--- config.mk ---
export PLATFORM = sky130hd
export DESIGN_NAME = gon_ybus_ctrl_flat
export DESIGN_NICKNAME = d
export VERILOG_FILES = /design/src/rtl/gon_ybus_ctrl_if.sv /design/src/rtl/gon_ybus_ctrl.sv /design/src/flat_wrapper.sv
export SDC_FILE = /design/constraint.sdc
export NUM_CORES = 1
export LEC_CHECK = 0
export BUFFER_PORTS_ARGS = -buffer_cell sky130_fd_sc_hd__buf_4
export CAP_MARGIN = 20
export CORE_MARGIN = 4
export CORE_UTILIZATION = 25
export CTS_CLUSTER_SIZE = 20
export DETAILED_ROUTE_END_ITERATION = 16
export GPL_TIMING_DRIVEN = 0
export HOLD_SLACK_MARGIN = 0.02
export REMOVE_ABC_BUFFERS = 1
export SETUP_SLACK_MARGIN = 0.02
export SLEW_MARGIN = 30
export SYNTH_ARGS = -nofsm -noshare
export SYNTH_HDL_FRONTEND = slang
export SYNTH_SLANG_ARGS = --single-unit
--- constraint.sdc ---
create_clock -name clk -period 6.14 [get_ports clk]
set_clock_uncertainty 0.2 [all_clocks]
set_input_delay 0.614 -clock clk [delete_from_list [all_inputs] [get_ports clk]]
set_output_delay 0.614 -clock clk [all_outputs]
set_load 0.02 [all_outputs]
--- src/rtl/gon_ybus_ctrl_if.sv ---
// rtl/gon_ybus_ctrl_if.sv - packet input stream and X-bus row fan-out signals of the Y-bus controller
//
// Purpose: bundles the upstream packet handshake and the broadcast lines to
//          the per-row X-buses.
// Signals:
//   in_valid / in_ready           upstream packet handshake
//   in_row_tag, in_col_tag, in_data  packet fields
//   row_ready                     per-row ready from each X-bus
//   row_enable                    per-row one-cycle transfer enable
//   col_tag_out, data_out         column tag and payload broadcast to all rows
// Modports: slave = controller side, master = driver/observer side.
interface gon_ybus_ctrl_if #(
   parameter int DATA_WIDTH    = 64,
   parameter int ROW_TAG_WIDTH = 4,
   parameter int COL_TAG_WIDTH = 4,
   parameter int NUM_OF_ROWS   = 12
) ();
   logic                     in_valid;
   logic                     in_ready;
   logic [ROW_TAG_WIDTH-1:0] in_row_tag;
   logic [COL_TAG_WIDTH-1:0] in_col_tag;
   logic [DATA_WIDTH-1:0]    in_data;
   logic [NUM_OF_ROWS-1:0]   row_ready;
   logic [NUM_OF_ROWS-1:0]   row_enable;
   logic [COL_TAG_WIDTH-1:0] col_tag_out;
   logic [DATA_WIDTH-1:0]    data_out;

   modport slave (
      input  in_valid, in_row_tag, in_col_tag, in_data, row_ready,
      output in_ready, row_enable, col_tag_out, data_out
   );

   modport master (
      output in_valid, in_row_tag, in_col_tag, in_data, row_ready,
      input  in_ready, row_enable, col_tag_out, data_out
   );
endinterface

--- src/rtl/gon_ybus_ctrl.sv ---
// rtl/gon_ybus_ctrl.sv - global-network Y-bus controller multicasting tagged packets to X-bus rows
//
// Purpose: buffers tagged packets in a small FIFO, then multicasts the head
//          packet to every row whose row_id matches its row tag. A head that
//          matches no row is dropped and counted.
// Ports:
//   clk         clock, rising edge
//   reset       synchronous active-low reset
//   bus         gon_ybus_ctrl_if.slave: packet input and X-bus fan-out
//   row_id      configured ID per row, sampled when a head is loaded
//   drop_count  saturating count of packets that matched no row
module gon_ybus_ctrl #(
   parameter int DATA_WIDTH    = 64,
   parameter int ROW_TAG_WIDTH = 4,
   parameter int COL_TAG_WIDTH = 4,
   parameter int NUM_OF_ROWS   = 12,
   parameter int FIFO_DEPTH    = 4
) (
   input  logic                                         clk,
   input  logic                                         reset,
   gon_ybus_ctrl_if.slave                               bus,
   input  logic [NUM_OF_ROWS-1:0][ROW_TAG_WIDTH-1:0]    row_id,
   output logic [7:0]                                   drop_count
);

   localparam int PTR_W = $clog2(FIFO_DEPTH);
   localparam int CNT_W = PTR_W + 1;

   typedef enum logic {EMPTY, HOLD} state_t;

   state_t state, next_state;

   logic [ROW_TAG_WIDTH-1:0] fifo_row  [FIFO_DEPTH];
   logic [COL_TAG_WIDTH-1:0] fifo_col  [FIFO_DEPTH];
   logic [DATA_WIDTH-1:0]    fifo_data [FIFO_DEPTH];
   logic [PTR_W-1:0]         wr_ptr, rd_ptr;
   logic [CNT_W-1:0]         count;

   logic [COL_TAG_WIDTH-1:0] head_col;
   logic [DATA_WIDTH-1:0]    head_data;
   logic [NUM_OF_ROWS-1:0]   head_mask;
   logic [NUM_OF_ROWS-1:0]   load_mask;

   logic full, not_empty, push, pop;
   logic release_head, do_drop, do_xfer;

   assign full      = (count == CNT_W'(FIFO_DEPTH));
   assign not_empty = (count != '0);
   // Ready depends on fullness only: a pop in the same cycle does not free a slot early.
   assign bus.in_ready = !full;
   assign push         = bus.in_valid && !full;

   // Outputs follow the head register and therefore keep their last value when empty.
   assign bus.col_tag_out = head_col;
   assign bus.data_out    = head_data;

   always_comb begin
      load_mask = '0;
      for (int i = 0; i < NUM_OF_ROWS; i++) begin
         load_mask[i] = (fifo_row[rd_ptr] == row_id[i]);
      end
   end

   always_ff @(posedge clk) begin
      if (!reset) begin
         state <= EMPTY;
      end else begin
         state <= next_state;
      end
   end

   always_comb begin
      next_state     = state;
      release_head   = 1'b0;
      do_drop        = 1'b0;
      do_xfer        = 1'b0;
      pop            = 1'b0;
      bus.row_enable = '0;
      case (state)
         EMPTY: begin
            pop = not_empty;
         end
         HOLD: begin
            if (head_mask == '0) begin
               do_drop      = 1'b1;
               release_head = 1'b1;
            end else if ((bus.row_ready & head_mask) == head_mask) begin
               // All targeted rows must be ready together; never a partial multicast.
               do_xfer        = 1'b1;
               release_head   = 1'b1;
               bus.row_enable = head_mask;
            end
            pop = release_head && not_empty;
         end
         default: ;
      endcase
      if (pop) begin
         next_state = HOLD;
      end else if (release_head) begin
         next_state = EMPTY;
      end
   end

   // Storage needs no reset: pointers and count alone define which entries are live.
   always_ff @(posedge clk) begin
      if (push) begin
         fifo_row[wr_ptr]  <= bus.in_row_tag;
         fifo_col[wr_ptr]  <= bus.in_col_tag;
         fifo_data[wr_ptr] <= bus.in_data;
      end
   end

   always_ff @(posedge clk) begin
      if (!reset) begin
         wr_ptr     <= '0;
         rd_ptr     <= '0;
         count      <= '0;
         head_col   <= '0;
         head_data  <= '0;
         head_mask  <= '0;
         drop_count <= '0;
      end else begin
         if (push) begin
            wr_ptr <= wr_ptr + PTR_W'(1);
         end
         if (pop) begin
            rd_ptr    <= rd_ptr + PTR_W'(1);
            head_col  <= fifo_col[rd_ptr];
            head_data <= fifo_data[rd_ptr];
            head_mask <= load_mask;
         end
         case ({push, pop})
            2'b10:   count <= count + CNT_W'(1);
            2'b01:   count <= count - CNT_W'(1);
            default: count <= count;
         endcase
         if (do_drop && drop_count != 8'hFF) begin
            drop_count <= drop_count + 8'd1;
         end
      end
   end

endmodule

--- src/flat_wrapper.sv ---
// flat-port wrapper written by rule: the top's interface ports become plain ports
module gon_ybus_ctrl_flat 
#(
   parameter int DATA_WIDTH    = 64,
   parameter int ROW_TAG_WIDTH = 4,
   parameter int COL_TAG_WIDTH = 4,
   parameter int NUM_OF_ROWS   = 12,
   parameter int FIFO_DEPTH    = 4
)
  (clk, reset, row_id, drop_count, bus_in_valid, bus_in_row_tag, bus_in_col_tag, bus_in_data, bus_row_ready, bus_in_ready, bus_row_enable, bus_col_tag_out, bus_data_out);
  gon_ybus_ctrl_if #(.DATA_WIDTH(DATA_WIDTH), .ROW_TAG_WIDTH(ROW_TAG_WIDTH), .COL_TAG_WIDTH(COL_TAG_WIDTH), .NUM_OF_ROWS(NUM_OF_ROWS)) bus_i ();
  input  logic clk;
  input  logic reset;
  input  logic [NUM_OF_ROWS-1:0][ROW_TAG_WIDTH-1:0] row_id;
  output logic [7:0] drop_count;
  input wire logic [$bits(bus_i.in_valid)-1:0] bus_in_valid;
  input wire logic [$bits(bus_i.in_row_tag)-1:0] bus_in_row_tag;
  input wire logic [$bits(bus_i.in_col_tag)-1:0] bus_in_col_tag;
  input wire logic [$bits(bus_i.in_data)-1:0] bus_in_data;
  input wire logic [$bits(bus_i.row_ready)-1:0] bus_row_ready;
  output wire logic [$bits(bus_i.in_ready)-1:0] bus_in_ready;
  output wire logic [$bits(bus_i.row_enable)-1:0] bus_row_enable;
  output wire logic [$bits(bus_i.col_tag_out)-1:0] bus_col_tag_out;
  output wire logic [$bits(bus_i.data_out)-1:0] bus_data_out;
  assign bus_i.in_valid = bus_in_valid;
  assign bus_i.in_row_tag = bus_in_row_tag;
  assign bus_i.in_col_tag = bus_in_col_tag;
  assign bus_i.in_data = bus_in_data;
  assign bus_i.row_ready = bus_row_ready;
  assign bus_in_ready = bus_i.in_ready;
  assign bus_row_enable = bus_i.row_enable;
  assign bus_col_tag_out = bus_i.col_tag_out;
  assign bus_data_out = bus_i.data_out;
  gon_ybus_ctrl #(.DATA_WIDTH(DATA_WIDTH), .ROW_TAG_WIDTH(ROW_TAG_WIDTH), .COL_TAG_WIDTH(COL_TAG_WIDTH), .NUM_OF_ROWS(NUM_OF_ROWS), .FIFO_DEPTH(FIFO_DEPTH)) u_core (.clk(clk), .reset(reset), .bus(bus_i), .row_id(row_id), .drop_count(drop_count));
endmodule
==> reports/qor.yml <==
die:
  die_w_microns: 254
  io_pins: 224
  die_area_sq_um: 64400
  core_sq_um: 59400
  dieHeight_microns: 254
  start_util_pct: 25.4
  fp-row-count: 89
sta:
  clock.fmax_ghz: 0.315
  rsz0062_at_grt: "no"
  hold_violations: 0
  fin_crit_sh_pct: 51.7
  slew_headroom_pct: 54.0
  fin_hold_ws_ns: 0.0701
  slew_violations: 0
  worstMarginPinSlew_ns: 0.688
  finalWorstSetupSlack_ns: 2.97
  tns_ns: 0
  setup_viol: 0
  finalCriticalPeriod_ns: 3.17
global_route:
  grt_pass1_vias: 9314
  grt_start_max_net_pins: 84
  grt_pass1_wl_mm: 54.7
  grt-ovfl-total: 0
  grt.total_usage_pct: 10.9
  antenna_found_initial: 2
synthesis:
  synth.top_cell.area_share_pct: 57.3
  async_flop_share_pct: 0
  ys_ff_latch: 386
  synth-seq-area-share_pct: 70.3
  synthesis.area_sq_um: 15100
  synth_area_per_cell_sq_um: 16.4
  ys_warn_count: 0
  synth_cell_type_count: 39
  yosys_most_used_dff: "edfxtp_1"
  synthCells: 919
  netlist.top_cell.by_area: "edfxtp_1"
  synth_edf_count: 288
  synth_area_leaders: "edfxtp_1, dfxtp_1, mux4_2"
worst_setup_path:
  rr_startpoint: "u_core.head_mask[8]"
  startpoint: "u_core.head_mask[4]"
  timing.rr.end: "u_core.count[2]"
  critPathMaxFanout: 15
  crit_path_start_kind: "flop"
  r2r_slack_ns: 3.28
  cp.required_ns: 5.33
  reg2regPathDepth: 10
  critPathKind: "flop to output pin"
  cp.arrival_ns: 2.36
  critPathCaptureType: "output pin"
layout:
  syn2layout_area_growth_pct: 33.0
  finalInstanceArea_sq_um: 20100
  mostFrequentLayoutCells: "edfxtp_1, buf_4, nand2_1, dfxtp_1, mux2i_1"
  num-nets-final: 1362
  fin_util_pct: 33.8
  final.fill_count: 5723
  final_common_cell: "edfxtp_1"
  finalNonFillerCells: 2030
  drive_gt1_share_pct: 31.3
power:
  irDropWorstVdd_v: 0.000220
  pwr-share-comb_pct: 30.4
  swShare_pct: 30.8
  p_per_area_nw_per_um2: 440
  p_seq_share_pct: 40.4
  p_total_mw: 8.84
  p_sw_mw: 2.72
  p_int_mw: 6.12
  leakage_nw: 7.30
  clockPowerShare_pct: 29.2
outcome:
  status: "completed"
placed_design:
  place_congestion: 0.758
  hpwl_mm: 23.4
  dp.cells: 1884
  port_buffers: 223
  dpl_cell_area_sq_um: 18000
  pre_cts_ws_ns: 2.97
clock_tree:
  cts_tree: "done"
  cts_root_buf: "clkbuf_16"
  clkTransAtPathRegs_ns: 0.06
  cts-resized-gates: 0
  holdBufCountCts: 63
  htreeDepth: 2
  cts.sinks: 386
  cts_buffers: 43
  clock_latency_ns: 0.57
  clockBufferDepth: 3
  cts_setup_buffers: 0
routing:
  routed_wirelength_mm: 35.5
  dr.first_iter.drc_count: 401
  drc: 0
  vias: 8667
  drtAntennaViolNets: 0
  wire_per_inst_microns: 17.5
  routed_via_density: 4.27
  firstDrtPassIters: 4
worst_hold_path:
  hp-class: "input pin to flop"
  hold_start: "bus_in_data[1]"
  hold_end: "u_core.fifo_data[2][1]"
  whs_path_depth: 1
run:
  maxCapViolCount: 0
cell usage after synthesis, types with 2 or more instances:
cell type / number
and2_1: 4
xor2_1: 49
a21oi_1: 6
nand2_1: 145
or3_1: 2
mux4_2: 68
mux2_2: 4
nor3_1: 14
nand4_1: 13
and3_1: 8
nor2_1: 12
nor4_2: 3
xnor2_1: 7
buf_8: 2
buf_4: 9
inv_1: 16
edfxtp_1: 288
o21ai_0: 2
o2111a_1: 3
buf_2: 9
nand2b_1: 12
o22ai_1: 12
dfxtp_1: 98
ha_1: 6
nand3_1: 4
mux2i_1: 81
clkbuf_1: 30
worst max path at each step:
stage / slack, ns / endpoint / cells past startpoint
CTS: 2.99 / bus_row_enable[8] / 5
detailed placement: 2.97 / u_core.count[2] / 11
global route: 2.88 / bus_row_enable[3] / 5
finish: 2.97 / bus_row_enable[5] / 5
floorplan: -1.13 / u_core.count[2] / 10
global placement: -5.02 / u_core.count[2] / 11
cell families (layout without fill, tap and decap cells):
logic type	after synthesis	count (layout)	synth area share, %
AND/OR/NAND/NOR	222	222	6.65
buffers and inverters	68	404	2.19
XOR/XNOR	56	56	3.25
adder cells (fa/ha/maj)	7	7	0.630
AO/OA/AOI/OAI	27	27	1.16
flip-flops	386	386	70.3
other	0	2	0
multiplexers	153	153	15.8
registers in the layout, indices dropped and copies added, names as in the netlist, named ones only:
name / flops
u_core.fifo_data: 256
u_core.wr_ptr: 2
u_core.state: 1
u_core.count: 3
u_core.rd_ptr: 2
u_core.fifo_row: 16
u_core.bus.data_out: 64
u_core.bus.col_tag_out: 4
u_core.head_mask: 12
u_core.drop_count: 8
u_core.fifo_col: 16
power by group through the flow:
stage	sequential, mW	clock, mW	combinational, mW
floorplan	3.92	0	1.35
global placement	3.84	0	2.71
detailed placement	3.63	0	2.70
CTS	3.58	2.69	2.74
global route	3.63	2.80	2.90
finish	3.57	2.58	2.68
layer usage:
| layer | GRT usage, % | wire [microns] |
|---|---|---|
| met1 | 14.0 | 15400 |
| met2 | 18.0 | 16800 |
| met3 | 3.25 | 2410 |
| met4 | 3.12 | 824 |
| met5 | 0 | 7 |
critical path: stages (launching register included):
cell and delay [ns]:
dfxtp_1 0.36, nand2b_1 0.09, o2111a_1 0.26, nand3_1 0.48, nor3_1 0.41, buf_4 0.20
final cells by class:
type | count | area, sq um | share of cell area [%]
Timing Repair Buffer | 307 | 2790 | 13.9
Clock inverter | 25 | 299 | 1.49
Tap cell | 773 | 967 | 4.82
Multi-Input combinational cell | 465 | 4190 | 20.9
Antenna cell | 2 | 5.00 | 0.0249
Inverter | 17 | 63.8 | 0.318
Clock buffer | 55 | 1130 | 5.64
Sequential cell | 386 | 10600 | 52.9
Power figures use the tool's default switching activity.
